--- src/rtl/multicycle_control_pkg.sv ---
// Shared encodings for the multicycle MIPS control unit: opcodes, ALUOp codes,
// datapath mux selects, FSM states, and the latched opcode class.
package multicycle_control_pkg;

    localparam int unsigned OP_W    = 6;
    localparam int unsigned ALUOP_W = 3;
    localparam int unsigned SEL_W   = 2;
    localparam int unsigned STATE_W = 4;
    localparam int unsigned CLASS_W = 4;

    // Opcodes
    localparam logic [OP_W-1:0] OP_RTYPE = 6'h00;
    localparam logic [OP_W-1:0] OP_J     = 6'h02;
    localparam logic [OP_W-1:0] OP_JAL   = 6'h03;
    localparam logic [OP_W-1:0] OP_BEQ   = 6'h04;
    localparam logic [OP_W-1:0] OP_BNE   = 6'h05;
    localparam logic [OP_W-1:0] OP_ADDI  = 6'h08;
    localparam logic [OP_W-1:0] OP_ANDI  = 6'h0C;
    localparam logic [OP_W-1:0] OP_ORI   = 6'h0D;
    localparam logic [OP_W-1:0] OP_LUI   = 6'h0F;
    localparam logic [OP_W-1:0] OP_LW    = 6'h23;
    localparam logic [OP_W-1:0] OP_SW    = 6'h2B;

    // ALUOp codes
    localparam logic [ALUOP_W-1:0] ALU_BRCMP = 3'b000;
    localparam logic [ALUOP_W-1:0] ALU_LUI   = 3'b001;
    localparam logic [ALUOP_W-1:0] ALU_LWADR = 3'b010;
    localparam logic [ALUOP_W-1:0] ALU_AND   = 3'b011;
    localparam logic [ALUOP_W-1:0] ALU_SWADR = 3'b100;
    localparam logic [ALUOP_W-1:0] ALU_OR    = 3'b101;
    localparam logic [ALUOP_W-1:0] ALU_ADD   = 3'b110;
    localparam logic [ALUOP_W-1:0] ALU_FUNCT = 3'b111;

    // Mux selects
    localparam logic [SEL_W-1:0] SRCB_REG    = 2'b00;
    localparam logic [SEL_W-1:0] SRCB_FOUR   = 2'b01;
    localparam logic [SEL_W-1:0] SRCB_IMM    = 2'b10;
    localparam logic [SEL_W-1:0] SRCB_BRANCH = 2'b11;
    localparam logic [SEL_W-1:0] PCSRC_ALU    = 2'b00;
    localparam logic [SEL_W-1:0] PCSRC_ALUOUT = 2'b01;
    localparam logic [SEL_W-1:0] PCSRC_JUMP   = 2'b10;
    localparam logic [SEL_W-1:0] REGDST_RT = 2'b00;
    localparam logic [SEL_W-1:0] REGDST_RD = 2'b01;
    localparam logic [SEL_W-1:0] REGDST_RA = 2'b10;
    localparam logic [SEL_W-1:0] M2R_ALU = 2'b00;
    localparam logic [SEL_W-1:0] M2R_MEM = 2'b01;
    localparam logic [SEL_W-1:0] M2R_PC  = 2'b10;

    typedef enum logic [STATE_W-1:0] {
        S_FETCH    = 4'd0,
        S_DECODE   = 4'd1,
        S_MEMADR   = 4'd2,
        S_MEMREAD  = 4'd3,
        S_MEMWB    = 4'd4,
        S_MEMWRITE = 4'd5,
        S_EXEC     = 4'd6,
        S_ALUWB    = 4'd7,
        S_BRANCH   = 4'd8,
        S_JUMP     = 4'd9
    } state_t;

    typedef enum logic [CLASS_W-1:0] {
        OPC_RTYPE = 4'd0,
        OPC_ADDI  = 4'd1,
        OPC_ANDI  = 4'd2,
        OPC_ORI   = 4'd3,
        OPC_LUI   = 4'd4,
        OPC_LW    = 4'd5,
        OPC_SW    = 4'd6,
        OPC_BEQ   = 4'd7,
        OPC_BNE   = 4'd8,
        OPC_J     = 4'd9,
        OPC_JAL   = 4'd10,
        OPC_NONE  = 4'd11
    } op_class_t;

    // {ALUSrcB, ALUOp} used in EXEC and held through ALUWB
    function automatic logic [SEL_W+ALUOP_W-1:0] exec_sel(input op_class_t c);
        case (c)
            OPC_RTYPE: exec_sel = {SRCB_REG, ALU_FUNCT};
            OPC_ADDI:  exec_sel = {SRCB_IMM, ALU_ADD};
            OPC_ANDI:  exec_sel = {SRCB_IMM, ALU_AND};
            OPC_ORI:   exec_sel = {SRCB_IMM, ALU_OR};
            OPC_LUI:   exec_sel = {SRCB_IMM, ALU_LUI};
            default:   exec_sel = {SRCB_REG, ALU_BRCMP};
        endcase
    endfunction

endpackage

--- src/rtl/mips_opcode_decode.sv ---
// Combinational opcode classifier.
//   i_op       : instruction opcode
//   o_op_class : class of the opcode (OPC_NONE when unsupported)
//   o_legal    : 1 when the opcode is supported
module mips_opcode_decode
    import multicycle_control_pkg::*;
#(
    parameter bit ENABLE_JAL = 1'b1
) (
    input  logic [OP_W-1:0] i_op,
    output op_class_t       o_op_class,
    output logic            o_legal
);

    always_comb begin
        o_op_class = OPC_NONE;
        o_legal    = 1'b1;
        case (i_op)
            OP_RTYPE: o_op_class = OPC_RTYPE;
            OP_ADDI:  o_op_class = OPC_ADDI;
            OP_ANDI:  o_op_class = OPC_ANDI;
            OP_ORI:   o_op_class = OPC_ORI;
            OP_LUI:   o_op_class = OPC_LUI;
            OP_LW:    o_op_class = OPC_LW;
            OP_SW:    o_op_class = OPC_SW;
            OP_BEQ:   o_op_class = OPC_BEQ;
            OP_BNE:   o_op_class = OPC_BNE;
            OP_J:     o_op_class = OPC_J;
            OP_JAL: begin
                if (ENABLE_JAL) o_op_class = OPC_JAL;
                else            o_legal    = 1'b0;
            end
            default:  o_legal = 1'b0;
        endcase
    end

endmodule

--- src/rtl/multicycle_control.sv ---
// Moore control FSM for a multicycle MIPS datapath with optional memory handshake.
//   clk, reset        : clock, synchronous active-high reset
//   OP                : opcode, sampled in DECODE
//   mem_ready         : memory completes the current access this cycle
//   PCWrite..RegWrite : datapath enables
//   ALUSrcB, PCSource, RegDst, MemtoReg : mux selects
//   ALUOp             : ALU control code
//   illegal_op        : pulse in DECODE for an unsupported opcode
//   state             : current state (debug)
module multicycle_control
    import multicycle_control_pkg::*;
#(
    parameter bit MEM_HANDSHAKE = 1'b1,
    parameter bit ENABLE_JAL    = 1'b1
) (
    input  logic               clk,
    input  logic               reset,
    input  logic [OP_W-1:0]    OP,
    input  logic               mem_ready,
    output logic               PCWrite,
    output logic               PCWriteCond,
    output logic               BranchNE,
    output logic               IorD,
    output logic               MemRead,
    output logic               MemWrite,
    output logic               IRWrite,
    output logic               ALUSrcA,
    output logic               RegWrite,
    output logic [SEL_W-1:0]   ALUSrcB,
    output logic [SEL_W-1:0]   PCSource,
    output logic [SEL_W-1:0]   RegDst,
    output logic [SEL_W-1:0]   MemtoReg,
    output logic [ALUOP_W-1:0] ALUOp,
    output logic               illegal_op,
    output logic [STATE_W-1:0] state
);

    state_t    r_state;
    state_t    w_next_state;
    op_class_t r_op_class;
    op_class_t w_dec_class;
    logic      w_dec_legal;
    logic      w_mem_ready;

    assign w_mem_ready = mem_ready | ~MEM_HANDSHAKE;

    mips_opcode_decode #(
        .ENABLE_JAL (ENABLE_JAL)
    ) u_decode (
        .i_op       (OP),
        .o_op_class (w_dec_class),
        .o_legal    (w_dec_legal)
    );

    // State register and op-class latch (captured on the DECODE edge)
    always_ff @(posedge clk) begin
        if (reset) begin
            r_state    <= S_FETCH;
            r_op_class <= OPC_NONE;
        end else begin
            r_state <= w_next_state;
            if (r_state == S_DECODE) r_op_class <= w_dec_class;
        end
    end

    // Next state and Moore outputs; reset forces every output to zero
    always_comb begin
        w_next_state = S_FETCH;
        PCWrite      = 1'b0;
        PCWriteCond  = 1'b0;
        BranchNE     = 1'b0;
        IorD         = 1'b0;
        MemRead      = 1'b0;
        MemWrite     = 1'b0;
        IRWrite      = 1'b0;
        ALUSrcA      = 1'b0;
        RegWrite     = 1'b0;
        ALUSrcB      = SRCB_REG;
        PCSource     = PCSRC_ALU;
        RegDst       = REGDST_RT;
        MemtoReg     = M2R_ALU;
        ALUOp        = ALU_BRCMP;
        illegal_op   = 1'b0;
        state        = reset ? STATE_W'(0) : STATE_W'(r_state);

        if (!reset) begin
            case (r_state)
                S_FETCH: begin
                    MemRead  = 1'b1;
                    ALUSrcB  = SRCB_FOUR;
                    ALUOp    = ALU_ADD;
                    PCSource = PCSRC_ALU;
                    if (w_mem_ready) begin
                        IRWrite      = 1'b1;
                        PCWrite      = 1'b1;
                        w_next_state = S_DECODE;
                    end else begin
                        w_next_state = S_FETCH;
                    end
                end
                S_DECODE: begin
                    ALUSrcB    = SRCB_BRANCH;
                    ALUOp      = ALU_ADD;
                    illegal_op = ~w_dec_legal;
                    case (w_dec_class)
                        OPC_RTYPE, OPC_ADDI, OPC_ANDI,
                        OPC_ORI, OPC_LUI:        w_next_state = S_EXEC;
                        OPC_LW, OPC_SW:          w_next_state = S_MEMADR;
                        OPC_BEQ, OPC_BNE:        w_next_state = S_BRANCH;
                        OPC_J, OPC_JAL:          w_next_state = S_JUMP;
                        default:                 w_next_state = S_FETCH;
                    endcase
                end
                S_MEMADR: begin
                    ALUSrcA = 1'b1;
                    ALUSrcB = SRCB_IMM;
                    if (r_op_class == OPC_SW) begin
                        ALUOp        = ALU_SWADR;
                        w_next_state = S_MEMWRITE;
                    end else begin
                        ALUOp        = ALU_LWADR;
                        w_next_state = S_MEMREAD;
                    end
                end
                S_MEMREAD: begin
                    MemRead      = 1'b1;
                    IorD         = 1'b1;
                    w_next_state = w_mem_ready ? S_MEMWB : S_MEMREAD;
                end
                S_MEMWB: begin
                    RegWrite = 1'b1;
                    RegDst   = REGDST_RT;
                    MemtoReg = M2R_MEM;
                end
                S_MEMWRITE: begin
                    MemWrite     = 1'b1;
                    IorD         = 1'b1;
                    w_next_state = w_mem_ready ? S_FETCH : S_MEMWRITE;
                end
                S_EXEC: begin
                    ALUSrcA            = 1'b1;
                    {ALUSrcB, ALUOp}   = exec_sel(r_op_class);
                    w_next_state       = S_ALUWB;
                end
                S_ALUWB: begin
                    RegWrite           = 1'b1;
                    MemtoReg           = M2R_ALU;
                    RegDst             = (r_op_class == OPC_RTYPE) ? REGDST_RD : REGDST_RT;
                    {ALUSrcB, ALUOp}   = exec_sel(r_op_class);
                end
                S_BRANCH: begin
                    ALUSrcA     = 1'b1;
                    ALUSrcB     = SRCB_REG;
                    ALUOp       = ALU_BRCMP;
                    PCWriteCond = 1'b1;
                    PCSource    = PCSRC_ALUOUT;
                    BranchNE    = (r_op_class == OPC_BNE);
                end
                S_JUMP: begin
                    PCWrite  = 1'b1;
                    PCSource = PCSRC_JUMP;
                    if (r_op_class == OPC_JAL) begin
                        RegWrite = 1'b1;
                        RegDst   = REGDST_RA;
                        MemtoReg = M2R_PC;
                    end
                end
                default: w_next_state = S_FETCH;
            endcase
        end
    end

endmodule
--- config.mk ---
export PLATFORM = sky130hd
export DESIGN_NAME = multicycle_control
export DESIGN_NICKNAME = d
export VERILOG_FILES = /design/src/rtl/multicycle_control_pkg.sv /design/src/rtl/mips_opcode_decode.sv /design/src/rtl/multicycle_control.sv
export SDC_FILE = /design/constraint.sdc
export NUM_CORES = 1
export LEC_CHECK = 0
export CORE_ASPECT_RATIO = 1.2
export CORE_MARGIN = 2
export CORE_UTILIZATION = 51
export CTS_BUF_LIST = sky130_fd_sc_hd__clkbuf_4
export CTS_CLUSTER_SIZE = 20
export DETAILED_ROUTE_END_ITERATION = 6
export GPL_TIMING_DRIVEN = 1
export PLACE_DENSITY = 0.86
export SYNTH_ARGS = -nofsm -noshare
export SYNTH_HDL_FRONTEND = slang
export SYNTH_HIERARCHICAL = 1
export SYNTH_SLANG_ARGS = --single-unit
--- constraint.sdc ---
create_clock -name clk -period 4.15 [get_ports clk]
set_input_delay 1.0375 -clock clk [delete_from_list [all_inputs] [get_ports clk]]
set_output_delay 1.0375 -clock clk [all_outputs]
set_load 0.02 [all_outputs]
==> impl_summary.log, run 1 <==
[metrics] Post-layout nets: roughly 190
[metrics] final setup slack of the worst path: between 0.2 and 0.3 ns
[metrics] Period Utilization, post-route: between 90% and 100%
[metrics] maximum number of pins on one net before global-route repair: 20
[metrics] DR iter-0 viols: 37
[metrics] run status: finished, final reports clean
[metrics] average wire length per cell after detail routing: 14.0 um
[metrics] final WL: between 2 and 3 mm
[metrics] total placed cells including tap cells: 205
[metrics] Maximum Capacitance Violations: 0
[metrics] maximum fanout along the worst path: 9
[metrics] FF-to-FF End: r_op_class[1]
[metrics] aggregate global routing overflow: 0
[metrics] post-CTS setup buffer count: 0
[metrics] Max stage delay cell, worst path: sky130_fd_sc_hd__clkdlybuf4s50_1
[metrics] floorplan die height: 55.0 um
[metrics] antenna cells: 0
[metrics] FP Rows: 18
[metrics] global-route usage over all layers: approximately a quarter
[metrics] Worst setup SP type: input pin
[metrics] total power after layout: roughly 0.26 mW
[metrics] number of top-level pins: 34
[metrics] Die Footprint: around 0.0026 sq mm
[metrics] number of buffer cells added on primary ports: 33
[metrics] Seq cells post-synth: 8
[metrics] wire length of the first global-routing pass: 4.68 mm
[metrics] Avg Inst Size Synth: ~7.4 sq um
[metrics] endpoint of the most critical setup path: illegal_op
[metrics] starting density of the core: 53.9%
[metrics] number of standard cells after synthesis: 150
[metrics] Critical Path Start: OP[3]
[metrics] startpoint of the most critical register-to-register path: r_state[0]
[metrics] WS Path Type: in2out
[metrics] synthesized cell area: roughly 0.0011 sq mm
[metrics] Critical Path Max Stage Delay: between 0.5 and 0.6 ns
[metrics] maximum level of the CTS H-tree: 1
[metrics] Total Neg Setup Slack: 0 ns
[metrics] Worst Path Required: 3.11 ns
[metrics] R2R cell count: 3
[metrics] hold bufs inserted after CTS: 0
[metrics] worst voltage drop across the vdd grid: 0.153 mV
[metrics] Yosys warnings: 6
[metrics] clock tree from TritonCTS: built
[metrics] worst slack at placement: 0.122 ns
[metrics] RePlAce Congestion: between 0.8 and 0.9
[metrics] number of nets with antenna violations after detailed routing: 0
[metrics] slew margin rel.: between 50% and 60%
[metrics] clock-pin slew on the worst setup and hold paths: roughly 0.05 ns
[metrics] final-report hold violation count: 0
[metrics] final critical path time including I/O delays and setup: between 3 and 4 ns
[metrics] leakage: between 0.5 and 0.6 nW
[metrics] root cell of the clock tree: sky130_fd_sc_hd__clkbuf_4
[metrics] number of global-route vias before repair: 1,060
[metrics] number of antenna violations at the first check in global routing: 0
[metrics] worst-path cell chain: clkdlybuf4s50_1, a21oi_1, nor2_1, nor4b_1, nor2_1, clkdlybuf4s50_1
[metrics] number of clock buffers inserted by TritonCTS: 3
[metrics] drt pass-1 iters: 4
[metrics] insertion delay of the later-clocked pin in the worst-skew pair: approximately 0.26 ns
[metrics] area growth from synthesis to layout: 30.2%
[metrics] transition time at the pin with the least slew margin: around 0.70 ns
[metrics] Final HPWL DP: about 2.2 mm
[metrics] clock sink count: 8
[metrics] fin. max-slew vios: 0
[metrics] Data arrival, critical path: 2.82 ns
[metrics] highest achievable clock rate: 259 MHz
[metrics] count of unique library cells instantiated by Yosys: 49
[metrics] vias after detailed routing: roughly 1,200
[metrics] flop2flop setup slack: about 2.4 ns
[metrics] via density per instance: between 5 and 6
[metrics] sequential cell area fraction in the yosys report: roughly 14%
[metrics] endpoints failing setup: 0
[metrics] Layout Skew: slightly below 0.0008 ns
[metrics] RSZ-0062 raised after global routing: no
[metrics] critical path capture point type: output port
[metrics] share of post-route cells with drive strength above 1: 7.87%
[metrics] final std cells w/o fill: 208
[metrics] DR DRC count: 0
[metrics] number of instances resized during post-cts repair: 0
[metrics] Net Count, Synth: ~160
[metrics] type of the most critical hold path: reg2reg
[metrics] deepest clock path buffer count: 2
[metrics] die width: approximately 46 um
[metrics] core area: approximately 0.0020 sq mm
[metrics] Power Density: 179 mW/mm^2
worst min-delay path by stage:
stage                             start       endpoint  depth (start not counted)
after floorplan           r_op_class[2]  r_op_class[2]                          2
final                     r_op_class[2]  r_op_class[2]                          2
after detailed placement  r_op_class[2]  r_op_class[2]                          2
after CTS                 r_op_class[2]  r_op_class[2]                          2
after global routing      r_op_class[2]  r_op_class[2]                          2
after global placement    r_op_class[2]  r_op_class[2]                          2
worst max-delay path: cells and delay by family:
family          cells  cell delay [ns]
simple gates        3             0.45
buf+inv             2             1.11
compound gates      1             0.22
cell type report:
class	count	area, sq um
clock buffers	3	22.5
fillers	171	611
inverters	7	26.3
multi-input cells	122	822
flip-flops and latches	8	160
well taps	30	37.5
repair buffers	38	370
layer usage:
layer | share of wire [%] | global-route usage, % | vias up
met2 | 48 | 38.9 | 33
met4 | 0.86 | 8.57 | 0
met1 | 47 | 32.9 | 585
li1 | - | - | 608
met3 | 4.4 | 5.52 | 5
met5 | 0 | 0 | -
Yosys cell counts (all sizes together):
cell type	n	area share (%)
xor2	1	0.79
and4	2	1.6
or3	1	0.57
clkbuf	3	1.9
mux2i	1	0.91
o21ai	4	1.8
a31oi	3	1.7
a21o	1	0.68
nand3	4	2.3
nor3	5	2.3
nand4b	2	1.6
and2b	2	1.4
and3	1	0.57
nand3b	1	0.68
a32oi	1	0.79
and3b	3	2.4
buf	10	6.8
nor4	7	4.0
o21bai	1	0.68
nand2	5	1.7
nand4bb	2	2.0
nor4b	3	3.7
inv	7	2.4
a211o	4	3.2
nand4	2	1.1
ha	2	2.3
nor2	16	5.4
o211ai	4	2.7
a22oi	1	0.68
or2	2	1.1
nor3b	1	0.68
nor4bb	1	0.91
xnor2	4	3.2
o32a	1	0.91
and4bb	1	1.1
dfxtp	8	14
o311a	2	1.8
nand2b	9	5.1
or4	1	0.68
a211oi	1	0.68
a21oi	11	5.0
nor2b	9	5.8
registers in the layout, indices dropped and copies added, names as in the netlist:
| register | flops |
|---|---|
| r_op_class | 4 |
| r_state | 4 |
cells by family (layout without fill, tap and decap cells):
kind of cell | count (synthesis) | count (layout) | share of synthesized area (%)
AND/OR/NAND/NOR | 80 | 80 | 46.7
AO/OA/AOI/OAI | 34 | 34 | 20.6
buffers and inverters | 20 | 48 | 11.1
flip-flops | 8 | 8 | 14.5
XOR/XNOR | 5 | 5 | 3.96
adder cells (fa/ha/maj) | 2 | 2 | 2.26
multiplexers | 1 | 1 | 0.906
through the flow:
step                      hold WS (ns)  util (%)  instance area (sq um)
final                            0.644      70.2                   1440
after global routing             0.655      70.2                   1440
after CTS                        0.631      70.1                   1440
after detailed placement         0.624      69.0                   1410
after global placement           0.582      69.0                   1410
after floorplan                  0.533         -                   1100
cells in the final DEF, fill, tap and decap left out, types with 3 or more instances in the layout:
cell type and instances:
sky130_fd_sc_hd__clkdlybuf4s50_1 32, sky130_fd_sc_hd__nor2_1 16, sky130_fd_sc_hd__a21oi_1 11, sky130_fd_sc_hd__nand2b_1 9, sky130_fd_sc_hd__nor2b_1 8, sky130_fd_sc_hd__dfxtp_1 8, sky130_fd_sc_hd__inv_1 7, sky130_fd_sc_hd__nor4_1 7
sky130_fd_sc_hd__nand2_1 5, sky130_fd_sc_hd__nor3_1 5, sky130_fd_sc_hd__buf_4 5, sky130_fd_sc_hd__o211ai_1 4, sky130_fd_sc_hd__o21ai_0 4, sky130_fd_sc_hd__xnor2_1 4, sky130_fd_sc_hd__a211o_1 4, sky130_fd_sc_hd__nand3_1 3
sky130_fd_sc_hd__a31oi_1 3, sky130_fd_sc_hd__and3b_1 3, sky130_fd_sc_hd__clkbuf_4 3
power by group:
part / switching, mW / total, mW / internal [mW]
logic: 0.0534 / 0.104 / 0.0510
clock network: 0.0261 / 0.0591 / 0.0331
registers: 0.0131 / 0.0946 / 0.0815
total: 0.0926 / 0.258 / 0.166
No activity file was read; power rests on OpenSTA's default activity.
==> run 2: changes to the inputs <==
Settings changed: CORE_UTILIZATION 51 to 48, MAX_ROUTING_LAYER from default to met4, PLACE_DENSITY 0.86 to 0.82.
Clock period 4.15 ns to 3.8 ns, I/O delays scaled along.
==> run 2 against run 1 <==
Against the previous run:
- clock skew rose by 0.0019 ns
- cell area rose by 0.96%
- die area rose by 5.7%
- worst setup slack got worse by 0.20 ns
- flip-flop and latch count did not move
==> impl_summary.log, run 2 (same netlist as run 1, synthesis figures left out) <==
[metrics] number of global-route vias before repair: 1,175 (was 1,060)
[metrics] deepest clock path buffer count: 2 (unchanged)
[metrics] maximum number of pins on one net before global-route repair: 20 (unchanged)
[metrics] root cell of the clock tree: sky130_fd_sc_hd__clkbuf_4 (unchanged)
[metrics] RSZ-0062 raised after global routing: no (unchanged)
[metrics] Total Neg Setup Slack: 0 ns (unchanged)
[metrics] starting density of the core: 49.4% (was 53.9%)
[metrics] insertion delay of the later-clocked pin in the worst-skew pair: 0.25 ns (was 0.26 ns)
[metrics] clock sink count: 8 (unchanged)
[metrics] number of clock buffers inserted by TritonCTS: 3 (unchanged)
[metrics] final core utilization: 65.0% (was 70.2%)
[metrics] number of antenna violations at the first check in global routing: 0 (unchanged)
[metrics] Die Footprint: 0.00270 sq mm (was 0.00256 sq mm)
[metrics] share of power burned in combinational logic: 41.1% (was 40.4%)
[metrics] DR iter-0 viols: 31 (was 37)
[metrics] number of nets with antenna violations after detailed routing: 0 (unchanged)
[metrics] maximum level of the CTS H-tree: 1 (unchanged)
[metrics] final design area excluding fillers: 0.00145 sq mm (was 0.00144 sq mm)
[metrics] highest achievable clock rate: ~270 MHz
[metrics] number of instances resized during post-cts repair: 0 (unchanged)
[metrics] clock tree from TritonCTS: built (unchanged)
[metrics] clock-pin slew on the worst setup and hold paths: 0.05 ns (about the same)
[metrics] post-place instance area: 0.00143 sq mm (was 0.00141 sq mm)
[metrics] floorplan die height: 56.6 um (was 55.0 um)
[metrics] share of post-route cells with drive strength above 1: 8.89% (was 7.87%)
[metrics] endpoints failing setup: 0 (unchanged)
[metrics] transition time at the pin with the least slew margin: 0.662 ns (was 0.699 ns)
[metrics] final WL: 2.92 mm (was 2.91 mm)
[metrics] DR DRC count: 0 (unchanged)
[metrics] Post-layout nets: 193 (was 191)
[metrics] WS Path Type: in2out (unchanged)
[metrics] final setup slack of the worst path: 0.0864 ns (was 0.290 ns)
[metrics] most common library cell in the layout ignoring fill and taps: sky130_fd_sc_hd__clkdlybuf4s50_1 (unchanged)
[metrics] Power Density: 193 mW/mm^2 (was 179 mW/mm^2)
[metrics] Clk network pwr share: 21.9% (was 22.9%)
[metrics] number of buffer cells added on primary ports: 33 (unchanged)
[metrics] aggregate global routing overflow: 0 (unchanged)
[metrics] via density per instance: 5.78 (was 5.92)
[metrics] switching power as a share of total power: 34.9% (was 35.9%)
[metrics] maximum fanout along the worst path: 8 (was 9)
[metrics] vias after detailed routing: 1,219 (was 1,231)
[metrics] largest registers ranked by flip-flop count: r_op_class (4), r_state (4) (unchanged)
[metrics] Period Utilization, post-route: about 98%
[metrics] drt pass-1 iters: 4 (unchanged)
[metrics] antenna cells: 0 (unchanged)
[metrics] Worst Path Required: 2.85 ns (was 3.11 ns)
[metrics] slew margin rel.: 55.8% (was 53.3%)
[metrics] Layout Skew: 0.00272 ns (was 0.000780 ns)
[metrics] run status: finished, final reports clean (unchanged)
[metrics] Data arrival, critical path: 2.76 ns (was 2.82 ns)
[metrics] total net switching power: 0.0977 mW (was 0.0926 mW)
[metrics] final hold slack: 0.590 ns (was 0.644 ns)
[metrics] global-route usage over all layers: 24.1% (was 24.8%)
[metrics] core area: 0.00223 sq mm (was 0.00205 sq mm)
[metrics] post-CTS setup buffer count: 0 (unchanged)
[metrics] number of top-level pins: 34 (unchanged)
[metrics] hold bufs inserted after CTS: 0 (unchanged)
[metrics] Internal Pwr Total: 0.182 mW (was 0.166 mW)
[metrics] worst voltage drop across the vdd grid: 0.222 mV (was 0.153 mV)
[metrics] area growth from synthesis to layout: 31.5% (was 30.2%)
[metrics] final critical path time including I/O delays and setup: ~3.7 ns
[metrics] FP Rows: 19 (was 18)
[metrics] Final HPWL DP: 2.28 mm (was 2.22 mm)
[metrics] wire length of the first global-routing pass: 4.87 mm (was 4.68 mm)
[metrics] Worst setup SP type: input pin (unchanged)
[metrics] most used cells in the layout excluding fill and tap cells: sky130_fd_sc_hd__clkdlybuf4s50_1 (33), sky130_fd_sc_hd__nor2_1 (16), sky130_fd_sc_hd__a21oi_1 (11) (was sky130_fd_sc_hd__clkdlybuf4s50_1 (32), sky130_fd_sc_hd__nor2_1 (16), sky130_fd_sc_hd__a21oi_1 (11))
[metrics] critical path capture point type: output port (unchanged)
[metrics] final-report hold violation count: 0 (unchanged)
[metrics] Maximum Capacitance Violations: 0 (unchanged)
[metrics] fin. max-slew vios: 0 (unchanged)
[metrics] RePlAce Congestion: 0.925 (was 0.857)
[metrics] worst slack at placement: 0.119 ns (was 0.122 ns)
[metrics] type of the most critical hold path: reg2reg (unchanged)
[metrics] average wire length per cell after detail routing: 13.9 um (was 14.0 um)
[metrics] die width: 47.8 um (was 46.5 um)
[metrics] Reg power frac: 37.0% (was 36.7%)
[metrics] leakage: 0.542 nW (was 0.541 nW)
run 2: layer usage:
layer	vias up	global-route usage, %	wire length (um)
li1	608	-	-
met1	573	31.8	1290
met2	38	37.0	1500
met3	0	5.14	134
met4	0	5.79	0
met5	-	-	0
run 2: area by class of cell:
| cell class | count | area (sq um) |
|---|---|---|
| Multi-Input combinational cell | 122 | 822 |
| Fill cell | 213 | 782 |
| Timing Repair Buffer | 40 | 383 |
| Sequential cell | 8 | 160 |
| Tap cell | 31 | 38.8 |
| Inverter | 7 | 26.3 |
| Clock buffer | 3 | 22.5 |
run 2: final timing paths:
| kind | from | end | slack, ns | cells past startpoint |
|---|---|---|---|---|
| hold reg to reg | r_op_class[2] | r_op_class[2] | 0.59 | 2 |
| hold / removal | r_op_class[2] | r_op_class[2] | 0.59 | 2 |
| setup reg to reg | r_state[0] | r_op_class[3] | 2.05 | 3 |
| setup / recovery | reset | ALUOp[1] | 0.09 | 6 |
run 2: power groups by stage:
stage	registers, mW	clock network (mW)	logic [mW]
finish	0.104	0.0613	0.115
global route	0.105	0.0678	0.125
global placement	0.104	0	0.111
CTS	0.103	0.0632	0.115
detailed placement	0.105	0	0.114
floorplan	0.0949	0	0.0850
run 2: worst max-delay path, cell delays in order:
cell and delay [ns]:
sky130_fd_sc_hd__clkdlybuf4s50_1 0.51, sky130_fd_sc_hd__buf_4 0.21, sky130_fd_sc_hd__nor2_1 0.14, sky130_fd_sc_hd__o211ai_1 0.16, sky130_fd_sc_hd__a21oi_1 0.17, sky130_fd_sc_hd__clkdlybuf4s50_1 0.62
run 2: per-stage QoR:
step / total power [mW] / instances
floorplan: 0.180 / 150
global placement: 0.215 / 208
detailed placement: 0.219 / 208
CTS: 0.281 / 211
global route: 0.298 / 211
finish: 0.280 / 211
